File: config.mk
export PLATFORM = sky130hd
export DESIGN_NAME = uart_tx_fifo
export DESIGN_NICKNAME = d
export VERILOG_FILES = /design/src/rtl/uart_tx_fifo.sv
export SDC_FILE = /design/constraint.sdc
export NUM_CORES = 1
export LEC_CHECK = 0
export CAP_MARGIN = 0
export CORE_MARGIN = 8
export CORE_UTILIZATION = 55
export CTS_CLUSTER_SIZE = 14
export DETAILED_ROUTE_END_ITERATION = 7
export HOLD_SLACK_MARGIN = 0.1
export PLACE_DENSITY_LB_ADDON = 0.05
export RECOVER_POWER = 25
export SLEW_MARGIN = 20
export SYNTH_ARGS = -nofsm -noshare
export SYNTH_HDL_FRONTEND = slang
export SYNTH_SLANG_ARGS = --single-unit
File: constraint.sdc
create_clock -name clk -period 2.82 [get_ports clk]
set_input_delay 0.564 -clock clk [delete_from_list [all_inputs] [get_ports clk]]
set_output_delay 0.564 -clock clk [all_outputs]
set_load 0.02 [all_outputs]
File: src/rtl/uart_tx_fifo.sv
// uart_tx_fifo: byte FIFO feeding an 8N1 UART transmitter (LSB first, idle high).
// Define UART_TX_PARITY_EN to insert an even parity bit before the stop bit (8E1).
module uart_tx_fifo #(
   parameter int CLKS_PER_BIT = 434,
   parameter int FIFO_DEPTH   = 8,
   parameter int FIFO_AW      = 3
) (
   input  logic             clk,
   input  logic             nRst,
   input  logic             wr_valid,
   input  logic [7:0]       wr_data,
   output logic             wr_ready,
   output logic             uart_tx,
   output logic             busy,
   output logic [FIFO_AW:0] fifo_count
);

   localparam int BW = $clog2(CLKS_PER_BIT);
   localparam logic [BW-1:0] BAUD_LAST = BW'(CLKS_PER_BIT - 1);
   localparam logic [FIFO_AW:0] DEPTH_C = (FIFO_AW + 1)'(FIFO_DEPTH);

   typedef enum logic [2:0] {
      IDLE,
      START,
      DATA,
`ifdef UART_TX_PARITY_EN
      PARITY,
`endif
      STOP
   } state_t;

   // FIFO storage and bookkeeping
   logic [7:0]         mem_q [FIFO_DEPTH];
   logic [7:0]         mem_d [FIFO_DEPTH];
   logic [FIFO_AW-1:0] wptr_q, wptr_d;
   logic [FIFO_AW-1:0] rptr_q, rptr_d;
   logic [FIFO_AW:0]   count_q, count_d;

   // Transmitter state
   state_t             state_q, state_d;
   logic               tx_q, tx_d;
   logic [7:0]         shift_q, shift_d;
   logic [2:0]         bit_q, bit_d;
   logic [BW-1:0]      baud_q, baud_d;
`ifdef UART_TX_PARITY_EN
   logic               parity_q, parity_d;
`endif

   logic               full;
   logic               empty;
   logic               push;
   logic               pop;
   logic               baud_end;
   logic [7:0]         head;

   assign full     = (count_q == DEPTH_C);
   assign empty    = (count_q == '0);
   assign push     = wr_valid && !full;
   assign baud_end = (baud_q == BAUD_LAST);
   assign head     = mem_q[rptr_q];

   assign wr_ready   = ~full;
   assign uart_tx    = tx_q;
   assign busy       = (state_q != IDLE) || !empty;
   assign fifo_count = count_q;

   // FIFO next state: push at the tail, pop from the head, track occupancy
   always_comb begin
      mem_d   = mem_q;
      wptr_d  = wptr_q;
      rptr_d  = rptr_q;
      count_d = count_q;
      if (push) begin
         mem_d[wptr_q] = wr_data;
         wptr_d        = wptr_q + 1'b1;
      end
      if (pop) begin
         rptr_d = rptr_q + 1'b1;
      end
      case ({push, pop})
         2'b10:   count_d = count_q + 1'b1;
         2'b01:   count_d = count_q - 1'b1;
         default: count_d = count_q;
      endcase
   end

   // FIFO registers; reset discards any buffered bytes
   always_ff @(posedge clk or negedge nRst) begin
      if (!nRst) begin
         mem_q   <= '{default: '0};
         wptr_q  <= '0;
         rptr_q  <= '0;
         count_q <= '0;
      end else begin
         mem_q   <= mem_d;
         wptr_q  <= wptr_d;
         rptr_q  <= rptr_d;
         count_q <= count_d;
      end
   end

   // Frame sequencer: every non-idle state is timed by the baud counter
   always_comb begin
      state_d  = state_q;
      tx_d     = tx_q;
      shift_d  = shift_q;
      bit_d    = bit_q;
      baud_d   = baud_q;
      pop      = 1'b0;
`ifdef UART_TX_PARITY_EN
      parity_d = parity_q;
`endif
      unique case (state_q)
         IDLE: begin
            tx_d = 1'b1;
            if (!empty) begin
               pop      = 1'b1;
               shift_d  = head;
`ifdef UART_TX_PARITY_EN
               parity_d = ^head;
`endif
               tx_d     = 1'b0;
               baud_d   = '0;
               state_d  = START;
            end
         end
         START: begin
            if (baud_end) begin
               tx_d    = shift_q[0];
               bit_d   = '0;
               baud_d  = '0;
               state_d = DATA;
            end else begin
               baud_d = baud_q + 1'b1;
            end
         end
         DATA: begin
            if (baud_end) begin
               baud_d = '0;
               if (bit_q == 3'd7) begin
`ifdef UART_TX_PARITY_EN
                  tx_d    = parity_q;
                  state_d = PARITY;
`else
                  tx_d    = 1'b1;
                  state_d = STOP;
`endif
               end else begin
                  shift_d = {1'b0, shift_q[7:1]};
                  tx_d    = shift_q[1];
                  bit_d   = bit_q + 3'd1;
               end
            end else begin
               baud_d = baud_q + 1'b1;
            end
         end
`ifdef UART_TX_PARITY_EN
         PARITY: begin
            if (baud_end) begin
               tx_d    = 1'b1;
               baud_d  = '0;
               state_d = STOP;
            end else begin
               baud_d = baud_q + 1'b1;
            end
         end
`endif
         STOP: begin
            if (baud_end) begin
               baud_d = '0;
               if (!empty) begin
                  pop      = 1'b1;
                  shift_d  = head;
`ifdef UART_TX_PARITY_EN
                  parity_d = ^head;
`endif
                  tx_d     = 1'b0;
                  state_d  = START;
               end else begin
                  tx_d    = 1'b1;
                  state_d = IDLE;
               end
            end else begin
               baud_d = baud_q + 1'b1;
            end
         end
         default: begin
            tx_d    = 1'b1;
            baud_d  = '0;
            state_d = IDLE;
         end
      endcase
   end

   // Sequencer registers; reset truncates a frame and forces the line high
   always_ff @(posedge clk or negedge nRst) begin
      if (!nRst) begin
         state_q  <= IDLE;
         tx_q     <= 1'b1;
         shift_q  <= '0;
         bit_q    <= '0;
         baud_q   <= '0;
`ifdef UART_TX_PARITY_EN
         parity_q <= 1'b0;
`endif
      end else begin
         state_q  <= state_d;
         tx_q     <= tx_d;
         shift_q  <= shift_d;
         bit_q    <= bit_d;
         baud_q   <= baud_d;
`ifdef UART_TX_PARITY_EN
         parity_q <= parity_d;
`endif
      end
   end

endmodule
==> results.cfg, run 1 <==
[pwr]
internal_power_w = 0.003864
power.share.sequential_pct = 42.3
swShare_pct = 34.45
power_frac_clock_pct = 14.0
p_leak_nw = 2.259
p_per_area_nw_per_um2 = 1121
ir_worst_vdd_mv = 0.4713
combPwrFrac_pct = 43.7
switchingPower_w = 0.002031

[cts]
clkLatencyLatePin_ns = 0.36
htreeDepth = 3
clkTransAtPathRegs_ns = 0.10
cts-buffers-inserted = 9
cts_resized = 0
cts_tree = yes
cts_sinks = 97
clockBufferDepth = 2
cts_setup_buffers = 0
cts_hold_buf = 0
cts-root-buf = clkbuf_8

[floorplanning]
die_y_um = 109.4
die_w_um = 109.4
fp.dieArea_um2 = 11970
io_pins = 18
rows = 34
fp.coreArea_um2 = 8593
start_util_pct = 55.84

[sta]
hold_violations = 0
setup_slack_ns = 0.2493
final_max_slew_viol_count = 29
setup_viol = 0
min_period_over_period_pct = 91.16
worst_slew_pin_slew_ns = 1.670
setup_tns_ns = 0
grt_setup_unrepaired = no
relSlewSlack_pct = -11.35
fin_crit_ns = 2.571
clock.fmax_ghz = 0.3890
finalClockSkew_ns = 0.01205

[placement]
pre_cts_ws_ns = 0.2659
gp_congestion = 0.7464
place_hpwl_mm = 5.871
port_buffers = 17

[status]
violations = max-capacitance violations, max-slew violations
outcome = complete, but fails checks

[min_path]
hold_start = mem_q[14]
whs_path_depth = 1
min_to = mem_q[14]
hold_class = flip-flop to flip-flop

[cells_and_area]
drive_gt1_share_pct = 34.56
synthToLayoutAreaGrowth_pct = 9.622
fillerInstances = 678
diodes = 0
fin_nets = 398

[logic_synthesis]
avgSynthCellArea_um2 = 13.59
netlist_area_um2 = 4798
async_flop_share_pct = 100.0
synth-warning-count = 0
ys_types = 49
yosys.area.top_type = dfrtp_1
synth.ff_latch_count = 97
synth-main-ff-cell = dfrtp_1
synth-edff-count = 0
synth-seq-area-share_pct = 50.61
synthTopCellsByArea = dfrtp_1 (50%), mux2_2 (16%), mux4_2 (7.5%)
yosysTopAreaCellShare_pct = 50.07
synth_cells = 353
synth.net_count = 377

[detailed_routing]
routedWlPerCell_um = 18.04
drt_iter0_markers = 135
drc_errors = 0
vias = 2810
routed_wl_mm = 8.786
ant_nets = 0
dr.pass1.iters = 4
viasPerCell = 5.770

[worst_setup_path]
r2r_cells = 10
cp-end-kind = flip-flop
crit_fanout = 9
r2r-start = fifo_count[1]
critPathLaunchType = flip-flop
path_class = flip-flop to flip-flop
crit_arrival_ns = 2.81
crit_required_ns = 3.06
r2r_end = fifo_count[2]
reg2reg_slack_ns = 0.25

[grt]
track_usage_pct = 16.15
grt_first_pass_wirelength_mm = 14.95
first_global_vias = 2864
antenna_found_initial = 0
grt_max_degree = 70
overflow = 0

[run]
cap_violations = 1
[power by group through the flow]
stage	Clock [W]	Sequential, W	Combinational [W]
after floorplan	0	0.00237	0.00214
after global placement	0	0.00250	0.00257
after detailed placement	0	0.00252	0.00261
after CTS	0.000848	0.00249	0.00262
after global routing	0.000908	0.00259	0.00283
final	0.000823	0.00249	0.00258
[layout make-up]
class / count / area (um2) / area share [%]
clock buffers: 10 / 127.6 / 2.426
inverters: 8 / 37.54 / 0.7136
flip-flops and latches: 97 / 2429 / 46.17
well taps: 108 / 135.1 / 2.569
clock inverters: 6 / 45.04 / 0.8563
multi-input cells: 231 / 2235 / 42.48
repair buffers: 27 / 251.5 / 4.781
[registers in the layout, summed over array words and instances (netlist names)]
name and count:
mem_q 64, baud_q 9, shift_q 8, fifo_count 4
bit_q 3, rptr_q 3, wptr_q 3, state_q 2
uart_tx 1
[layer usage]
layer | vias to the layer above | GRT usage (%) | part of all wire, %
met1 | 1442 | 21.76 | 48
li1 | 1336 | - | -
met3 | 9 | 2.638 | 2.1
met4 | 0 | 6.075 | 1.4
met5 | - | 0 | 0
met2 | 23 | 25.75 | 49
[worst max-delay path by stage]
stage / startpoint / to
final: fifo_count[1] / fifo_count[2]
after global routing: fifo_count[1] / fifo_count[2]
after CTS: fifo_count[1] / wr_ready
after detailed placement: wr_valid / fifo_count[2]
after global placement: wr_valid / fifo_count[2]
after floorplan: fifo_count[1] / fifo_count[2]
[critical path: stages, from the launching register on]
cell,delay [ns]
dfrtp_1,0.49
or4b_4,0.58
and2_4,0.22
inv_8,0.09
ha_1,0.26
xor2_1,0.10
ha_1,0.18
a21oi_1,0.14
xor2_1,0.17
nor2_1,0.07
xor2_1,0.14
[cell usage in the layout (no fill, tap or decap), drive strengths merged, types with 2 or more instances in the layout]
cell and n:
clkinvlp 3, clkdlybuf4s50 16, nor3 3, nor3b 2, inv 8, o31ai 4, nand2 24, dfrtp 96
xor2 5, a21oi 6, nand4b 3, mux2 77, nor4b 2, xnor2 5, mux2i 8, nor2 9
clkinv 3, o211ai 2, buf 10, o21a 2, o22ai 2, clkbuf 11, nand3 7, mux4 16
o21ai 21, ha 13, and3 6
[through the flow]
step | area [um2] | hold WS (ns) | power [W] | utilization [%] | std cells
2_1_floorplan | 4798 | 0.2684 | 0.004513 | - | 353
3_3_place_gp | 5091 | 0.4826 | 0.005064 | 59.25 | 471
3_5_place_dp | 5091 | 0.4886 | 0.005130 | 59.25 | 471
4_1_cts | 5264 | 0.1209 | 0.005957 | 61.26 | 487
5_1_grt | 5260 | 0.5177 | 0.006329 | 61.21 | 487
6_report | 5260 | 0.5087 | 0.005895 | 61.21 | 487
[synth_stat cells (6+ instances only)]
library cell	instances
a21oi_1	6
clkbuf_1	9
dfrtp_1	96
ha_1	13
inv_1	7
mux2_2	69
mux2_4	8
mux2i_1	8
mux4_2	16
nand2_1	23
nand3_1	6
nor2_1	8
o21ai_0	21
[logic make-up (layout without fill, tap and decap cells)]
family,Yosys count,in the layout,share of synthesized area [%]
buf+inv,25,51,2.816
simple gates,64,64,8.136
xor+xnor,10,10,1.825
flops,97,97,50.61
compound gates,43,43,5.346
mux,101,101,27.88
fa+ha+maj,13,13,3.390
(Power assumes the default switching activity.)
==> inputs of run 2 (changes only) <==
--- a/config.mk
+++ b/config.mk
@@ -7,9 +7,10 @@
 export LEC_CHECK = 0
 export CAP_MARGIN = 0
 export CORE_MARGIN = 8
-export CORE_UTILIZATION = 55
+export CORE_UTILIZATION = 54
 export CTS_CLUSTER_SIZE = 14
 export DETAILED_ROUTE_END_ITERATION = 7
+export DONT_BUFFER_PORTS = 1
 export HOLD_SLACK_MARGIN = 0.1
 export PLACE_DENSITY_LB_ADDON = 0.05
 export RECOVER_POWER = 25
==> run 2 against run 1 <==
  * Cell count fell by 2.9%
  * Worst setup slack got worse by 0.025 ns
  * Design area is 2.0% lower
  * Clock power rose by 20%
  * Critical path type unchanged
  * Sequential share of layout area increased by 0.92 points
  * The flow finishes with violations (negative hold slack)
  * Non-clock buffer count is 13 lower
  * Combinational power down 3%
  * Worst hold slack got worse by 0.62 ns
==> results.cfg, run 2 (synthesis results as in run 1) <==
[status]
outcome = complete, but fails checks
violations = negative hold slack

[detailed_routing]
vias = 2780
routedWlPerCell_um = 19.00
drc_errors = 0
drt_iter0_markers = 71
ant_nets = 0
routed.top_layer = met4
dr_wl_met2_mm = 4.589
routed_wl_mm = 8.986
m1WireLength_mm = 3.985
dr.pass1.iters = 4
routed-wl-met3_um = 291
viasPerCell = 5.877

[cells_and_area]
fillerInstances = 733
largest_register_ff_count = 64
mostFrequentLayoutCells = dfrtp_1 (96), mux2_2 (69), nand2_1 (23), o21ai_0 (21), mux4_2 (16)
diodes = 0
synthToLayoutAreaGrowth_pct = 7.484
fin_nets = 385
final_common_cell = dfrtp_1
drive_gt1_share_pct = 36.99
final_core_util_pct = 59.43
largest_register = mem_q
largest_registers = mem_q (64), baud_q (9), shift_q (8)

[pwr]
combPwrFrac_pct = 41.5
ir_worst_vdd_mv = 0.4752
p_per_area_nw_per_um2 = 1165
internal_power_w = 0.004025
power_frac_clock_pct = 16.5
switchingPower_w = 0.001981
swShare_pct = 32.98
power.share.sequential_pct = 42.0
p_leak_nw = 2.240

[cts]
clkLatencyLatePin_ns = 0.35
clockBufferDepth = 2
htreeDepth = 3
cts_tree = yes
cts-buffers-inserted = 9
clkTransAtPathRegs_ns = 0.09
cts-root-buf = clkbuf_8
cts_sinks = 97

[worst_setup_path]
crit_fanout = 8
critPathLaunchType = flip-flop
path_class = flip-flop to flip-flop
r2r_cells = 10
crit_required_ns = 3.06
crit_arrival_ns = 2.84
cp-end-kind = flip-flop

[floorplanning]
rows = 34
die_w_um = 110.3
fp.coreArea_um2 = 8678
start_util_pct = 55.29
io_pins = 18
die_y_um = 110.3
fp.dieArea_um2 = 12160

[grt]
grt_first_pass_wirelength_mm = 15.02
grt_max_degree = 98
track_usage_pct = 16.33
overflow = 0
first_global_vias = 2913
antenna_found_initial = 0

[min_path]
hold_class = input port to asynchronous set/reset pin

[sta]
setup_viol = 0
clock.fmax_ghz = 0.3852
hold_violations = 96
grt_setup_unrepaired = no
fin_crit_ns = 2.596
final_max_slew_viol_count = 0
min_period_over_period_pct = 92.06
finalClockSkew_ns = 0.009683
holdWs_ns = -0.1071
relSlewSlack_pct = 48.79
setup_tns_ns = 0
worst_slew_pin_slew_ns = 0.7665

[placement]
port_buffers = 0
gp_congestion = 0.7400
place_hpwl_mm = 5.862

[run]
cap_violations = 0
-- run 2: path summary, 6_finish.rpt --
kind / from / slack [ns] / to
min reg2reg: mem_q[25] / 0.51 / mem_q[25]
max in group asynchronous: nRst / 2.74 / mem_q[41]
min: nRst / -0.11 / baud_q[3]
max: fifo_count[0] / 0.22 / fifo_count[2]
min in group clk: wr_data[4] / 0.35 / mem_q[20]
max reg2reg: fifo_count[0] / 0.22 / fifo_count[2]
-- run 2: layer usage --
metal,GRT usage [%],vias to the layer above
met5,0,-
met4,5.614,0
met3,3.314,10
met2,27.83,28
met1,20.23,1433
li1,-,1309
-- run 2: area by class of cell --
cell class,instances,area (um2),area share [%]
clock buffer,9,123.9,2.402
inverter,8,37.54,0.7278
tap,108,135.1,2.620
sequential,97,2429,47.09
timing repair buffer,14,105.1,2.038
multi-input combinational,231,2235,43.33
clock inverter,6,92.59,1.795
-- run 2: power by group through the flow --
stage | logic, W | registers [W] | clock network, W
after floorplan | 0.00214 | 0.00237 | 0
after detailed placement | 0.00254 | 0.00255 | 0
after global routing | 0.00275 | 0.00262 | 0.00106
after CTS | 0.00254 | 0.00253 | 0.00102
final | 0.00249 | 0.00252 | 0.000989
after global placement | 0.00247 | 0.00252 | 0
-- run 2: repair_timing --
item                       4_1_cts  5_1_grt
hold endpoints to repair        97       97
gates resized for setup          0        0
setup endpoints to repair        0        0
buffers inserted                 0        0
-- run 2: through the flow --
stage	hold slack [ns]	setup slack, ns	std cells	instance area (um2)	power (W)
2_1_floorplan	0.2684	0.1466	353	4798	0.004513
3_3_place_gp	0.2725	0.3357	458	4941	0.004990
3_5_place_dp	0.2727	0.2409	458	4941	0.005089
4_1_cts	-0.1289	0.2248	473	5157	0.006086
5_1_grt	-0.1308	0.07061	473	5157	0.006426
6_report	-0.1071	0.2240	473	5157	0.006006
-- run 2: worst max-delay path: stages, from the launching register on --
cell     delay [ns]
dfrtp_1        0.47
or4b_4         0.61
and2_4         0.24
inv_8          0.09
ha_1           0.26
xor2_1         0.11
ha_1           0.19
a21oi_1        0.15
xor2_1         0.17
nor2_1         0.07
xor2_1         0.14
